<file path="src/rtl/inst_pointer_stack_pkg.sv">
// Shared helpers for the instruction-pointer block and its return-address stack.
package inst_pointer_stack_pkg;

    // Ceiling log2. Used to size counters that must hold the value n - 1.
    function automatic int unsigned clog2(input int unsigned n);
        int unsigned r;
        r = 0;
        while ((64'd1 << r) < 64'(n)) begin
            r = r + 1;
        end
        return r;
    endfunction

endpackage

</file>
<file path="src/rtl/ip_return_stack.sv">
// LIFO of return addresses. The top entry is readable combinationally.
// A push while full and a pop while empty are both ignored.
module ip_return_stack
    import inst_pointer_stack_pkg::*;
#(
    parameter int unsigned WIDTH = 8,
    parameter int unsigned DEPTH = 4,
    localparam int unsigned LW = clog2(DEPTH + 1)
) (
    input  logic             clk,
    input  logic             rst,
    input  logic             push,
    input  logic             pop,
    input  logic [WIDTH-1:0] din,
    output logic [WIDTH-1:0] dout,
    output logic [LW-1:0]    level,
    output logic             full,
    output logic             empty
);

    localparam int unsigned IW = clog2(DEPTH);

    logic [WIDTH-1:0] mem_q [DEPTH];
    logic [LW-1:0]    level_q;
    logic [LW-1:0]    top_idx;
    logic             pop_en;
    logic             push_en;

    assign full    = (level_q == LW'(DEPTH));
    assign empty   = (level_q == '0);
    assign level   = level_q;
    assign top_idx = level_q - LW'(1);
    assign dout    = empty ? '0 : mem_q[top_idx[IW-1:0]];

    // A valid pop takes precedence over a simultaneous push.
    assign pop_en  = pop && !empty;
    assign push_en = push && !full && !pop_en;

    always_ff @(posedge clk) begin
        if (rst) begin
            level_q <= '0;
        end else if (pop_en) begin
            level_q <= level_q - LW'(1);
        end else if (push_en) begin
            level_q <= level_q + LW'(1);
        end
    end

    // Entries carry no reset: their contents are meaningless until pushed.
    always_ff @(posedge clk) begin
        if (!rst && push_en) begin
            mem_q[level_q[IW-1:0]] <= din;
        end
    end

endmodule

</file>
<file path="src/rtl/inst_pointer_stack.sv">
// Program counter with jump, signed relative branch and call/return through
// an internal return-address stack. Freeze holds all state.
module inst_pointer_stack
    import inst_pointer_stack_pkg::*;
#(
    parameter int unsigned           PC_WIDTH     = 8,
    parameter int unsigned           OFF_WIDTH    = 8,
    parameter int unsigned           STEP         = 1,
    parameter logic [PC_WIDTH-1:0]   RESET_VECTOR = '0,
    parameter int unsigned           STACK_DEPTH  = 4,
    localparam int unsigned          SPW          = clog2(STACK_DEPTH + 1)
) (
    input  logic                 clk,
    input  logic                 rst,
    input  logic                 freeze,
    input  logic                 jump,
    input  logic                 call,
    input  logic                 ret,
    input  logic                 branch,
    input  logic [PC_WIDTH-1:0]  target,
    input  logic [OFF_WIDTH-1:0] offset,
    output logic [PC_WIDTH-1:0]  pc,
    output logic [SPW-1:0]       sp_level,
    output logic                 stack_full,
    output logic                 stack_empty,
    output logic                 overflow,
    output logic                 underflow
);

    logic [PC_WIDTH-1:0]         pc_q, pc_d;
    logic [PC_WIDTH-1:0]         pc_next_seq;
    logic [PC_WIDTH-1:0]         off_ext;
    logic signed [OFF_WIDTH-1:0] off_s;
    logic [PC_WIDTH-1:0]         stack_top;
    logic                        overflow_q, overflow_d;
    logic                        underflow_q, underflow_d;
    logic                        do_ret, do_call;

    assign off_s       = offset;
    assign off_ext     = PC_WIDTH'(off_s);
    assign pc_next_seq = pc_q + PC_WIDTH'(STEP);

    // ret outranks call, so a call only counts when ret is low.
    assign do_ret  = !freeze && ret;
    assign do_call = !freeze && !ret && call;

    ip_return_stack #(
        .WIDTH (PC_WIDTH),
        .DEPTH (STACK_DEPTH)
    ) u_stack (
        .clk   (clk),
        .rst   (rst),
        .push  (do_call),
        .pop   (do_ret),
        .din   (pc_next_seq),
        .dout  (stack_top),
        .level (sp_level),
        .full  (stack_full),
        .empty (stack_empty)
    );

    always_comb begin
        pc_d        = pc_q;
        overflow_d  = overflow_q;
        underflow_d = underflow_q;
        if (!freeze) begin
            if (ret) begin
                if (stack_empty) begin
                    pc_d        = pc_next_seq;
                    underflow_d = 1'b1;
                end else begin
                    pc_d = stack_top;
                end
            end else if (call) begin
                pc_d = target;
                if (stack_full) begin
                    overflow_d = 1'b1;
                end
            end else if (jump) begin
                pc_d = target;
            end else if (branch) begin
                pc_d = pc_q + off_ext;
            end else begin
                pc_d = pc_next_seq;
            end
        end
    end

    always_ff @(posedge clk) begin
        if (rst) begin
            pc_q        <= RESET_VECTOR;
            overflow_q  <= 1'b0;
            underflow_q <= 1'b0;
        end else begin
            pc_q        <= pc_d;
            overflow_q  <= overflow_d;
            underflow_q <= underflow_d;
        end
    end

    assign pc        = pc_q;
    assign overflow  = overflow_q;
    assign underflow = underflow_q;

endmodule

</file>
<file path="config.mk">
export PLATFORM = sky130hd
export DESIGN_NAME = inst_pointer_stack
export DESIGN_NICKNAME = d
export VERILOG_FILES = /design/src/rtl/inst_pointer_stack_pkg.sv /design/src/rtl/ip_return_stack.sv /design/src/rtl/inst_pointer_stack.sv
export SDC_FILE = /design/constraint.sdc
export NUM_CORES = 1
export LEC_CHECK = 0
export BUFFER_PORTS_ARGS = -buffer_cell sky130_fd_sc_hd__buf_2
export CAP_MARGIN = 10
export CORE_MARGIN = 5
export CORE_UTILIZATION = 45
export CTS_CLUSTER_DIAMETER = 200
export DETAILED_ROUTE_END_ITERATION = 10
export PLACE_DENSITY = 0.71
export SKIP_LAST_GASP = 1
export SLEW_MARGIN = 20
export SYNTH_ARGS = -nofsm -noshare
export SYNTH_HDL_FRONTEND = slang
export SYNTH_HIERARCHICAL = 1
export SYNTH_SLANG_ARGS = --single-unit
</file>
<file path="constraint.sdc">
create_clock -name clk -period 2.18 [get_ports clk]
set_input_delay 0.545 -clock clk [delete_from_list [all_inputs] [get_ports clk]]
set_output_delay 0.545 -clock clk [all_outputs]
set_load 0.01 [all_outputs]
</file>
==> impl_metrics.yaml <==
pwr:
  leakagePower_nw: 1.35
  p_per_area_nw_per_um2: 615
  ir_drop_mv: 0.486
placed_design:
  dp_hpwl_um: 4810
  post-place-cells: 379
  io_buffers: 37
  postPlaceCellArea_um2: 3160
  gp_congestion: 0.827
die:
  num_rows: 28
  initial_core_util_pct: 45.9
  dieHeight_um: 87.2
  die_w_um: 87.2
  core_area_um2: 5850
  fp.dieArea_um2: 7610
  io-pin-count: 38
timing:
  slew_headroom_pct: 66.9
  rsz0062_at_grt: "yes"
  hold_viol_final: 0
  worstMarginPinSlew_ns: 0.494
  skew_ns: 0.00330
  setup_viol_count_final: 0
  maxSlewViolCount: 0
  fmax_mhz: 486
  post-route-period-util_pct: 94.3
  period_needed_ns: 2.06
  whs_ns: 0.476
logic_synthesis:
  synth-seq-cells: 45
  synthArstFlopShare_pct: 0
  synth_area_um2: 2680
  syn_avg_cell_area_um2: 10.6
  synth_warnings: 6
  syn-num-nets: 290
  synth_top_area_cell: "edfxtp_1"
  yosys-top-cells-area: "edfxtp_1 36%, dfxtp_1 9.7%, mux4_2 6.7%"
  yosysUniqueCellTypes: 58
  yosysTopAreaCellShare_pct: 35.8
  synthFlopType: "edfxtp_1"
  synth-seq-area-share_pct: 45.5
  syn-instance-count: 252
  synth_edf_count: 32
routing:
  drcViolationCount: 0
  drtPass1Iterations: 5
  drtIter0Drc: 143
  wl_um: 6260
  via_per_inst: 5.62
  ant_nets: 0
  wl_per_cell_um: 16.2
  vias: 2175
clock_tree:
  cts.reportedPaths.clkPinSlew_ns: 0.09
  root_buffer: "clkbuf_8"
  clkLatencyLatePin_ns: 0.30
  h-tree-depth: 2
  cts_sinks: 45
  cts_tree: "built"
  cts_buffers: 5
  clockBufferDepth: 2
  holdBufCountCts: 0
cells_and_area:
  antenna_cells: 0
  fin_area_um2: 3270
  area_growth_syn_to_layout_pct: 21.8
  final_cells: 387
  nets: 349
  post-route-util_pct: 55.9
  drive_above_1_share_pct: 29.5
global_route:
  antenna_found_initial: 0
  grt_max_degree: 18
  grt_pass1_wl_um: 10500
  grt_pass1_vias: 2171
  overflow: 0
  gr-usage-all-layers_pct: 18.0
worst_setup_path:
  start_kind: "register"
  r2r_setup_slack_ns: 0.13
  rr_worst_depth: 8
  r2r_end: "pc[6]"
  required_ns: 1.63
  rr_startpoint: "u_stack/level[0]"
  cp_data_arrival_time_ns: 1.51
  crit_fanout: 17
  crit_type: "reg -> out"
  cp-end-kind: "primary output"
min_path:
  hold_end: "underflow"
  hold_path_class: "reg -> reg"
  hp-start: "underflow"
  min_path_cells: 2
job:
  timing.max_cap.violations: 0
outcome:
  status: "complete, no violations"
==> where the power goes <==
group	leakage [nW]	switching, W	total (W)	internal, W
logic	0.907	0.000280	0.000527	0.000247
clock network	0.0445	0.000289	0.000516	0.000227
registers	0.400	0.0000218	0.000968	0.000946
total	1.35	0.000590	0.00201	0.00142
==> cells in the mapped netlist (all sizes together) (2+ instances only) <==
library cell / number
o21ai: 7
a211o: 2
or2: 2
a31o: 2
mux4: 8
nor2: 20
xor2: 4
ha: 14
nand2: 20
a21oi: 14
nor2b: 3
o32ai: 2
nor3: 9
a221oi: 2
a211oi: 2
buf: 5
and2: 6
a22oi: 2
o31ai: 2
and2b: 7
inv: 14
and3: 3
a31oi: 3
o211ai: 3
nand2b: 2
edfxtp: 32
nand4: 2
nand3: 11
mux2i: 4
xnor2: 4
a21o: 2
dfxtp: 13
clkbuf: 7
==> logic make-up after synthesis <==
group           after synthesis  synth area share (%)
flops                        45                  45.5
xor+xnor                      8                  2.61
simple gates                 91                  17.5
buf+inv                      26                  4.15
compound gates               55                  14.7
mux                          12                  8.21
fa+ha+maj                    15                  7.28
==> stage by stage <==
step	setup TNS [ns]	power (W)	setup slack (ns)
finish	0	0.00201	0.124
global route	-0.0339	0.00215	-0.0339
CTS	0	0.00202	0.0462
detailed placement	-0.178	0.00150	-0.0854
global placement	-0.0463	0.00149	-0.0463
floorplan	0	0.00132	0.00646
==> registers in the layout, summed over array words and instances (netlist names) <==
| register | count |
|---|---|
| overflow | 1 |
| underflow | 1 |
| u_stack/level | 3 |
| u_stack/mem_q | 32 |
| pc | 8 |
==> cell type report <==
| type | instances | area (µm²) |
|---|---|---|
| clock inverters | 3 | 21.3 |
| repair buffers | 64 | 442 |
| flip-flops and latches | 45 | 1220 |
| fillers | 521 | 2580 |
| well taps | 75 | 93.8 |
| inverters | 14 | 52.6 |
| clock buffers | 5 | 68.8 |
| multi-input cells | 181 | 1370 |
==> worst max-delay path by stage <==
stage / startpoint / end / cells past startpoint
floorplan: u_stack/level[0] / pc[6] / 10
global placement: offset[1] / pc[7] / 7
detailed placement: offset[0] / pc[4] / 9
CTS: u_stack/level[0] / stack_empty / 5
global route: u_stack/level[1] / pc[6] / 8
finish: u_stack/level[0] / stack_empty / 5
==> layout by cell type, fill, tap and decap left out, drive strengths merged, types with 3 or more instances in the layout <==
cell,instances
edfxtp,32
clkbuf,5
o21ai,7
a31oi,3
xnor2,4
a21oi,14
xor2,4
nor3,9
mux4,8
inv,15
nor2b,3
dfxtp,13
and2,6
and2b,7
buf,64
ha,14
nand2,20
mux2i,4
and3,3
nand3,11
nor2,20
o211ai,3
==> repair_timing <==
item                       4_1_cts  5_1_grt
resized for setup                2        2
setup endpoints to repair        1        4
pin swaps                        0        1
buffers inserted                 0        0
gates cloned                     0        0
==> routing by layer <==
layer / vias up / global-route usage [%] / share of wire [%]
li1: 1064 / - / -
met4: 0 / 5.72 / 1.1
met3: 8 / 3.78 / 5.8
met1: 1037 / 24.6 / 45
met2: 66 / 28.6 / 48
met5: - / 0 / 0
==> critical path, stage by stage (launching register included) <==
cell and delay [ns]:
dfxtp_4 0.35, inv_1 0.12, ha_1 0.22, ha_4 0.20, buf_6 0.18, buf_2 0.15
(Power assumes the default switching activity.)
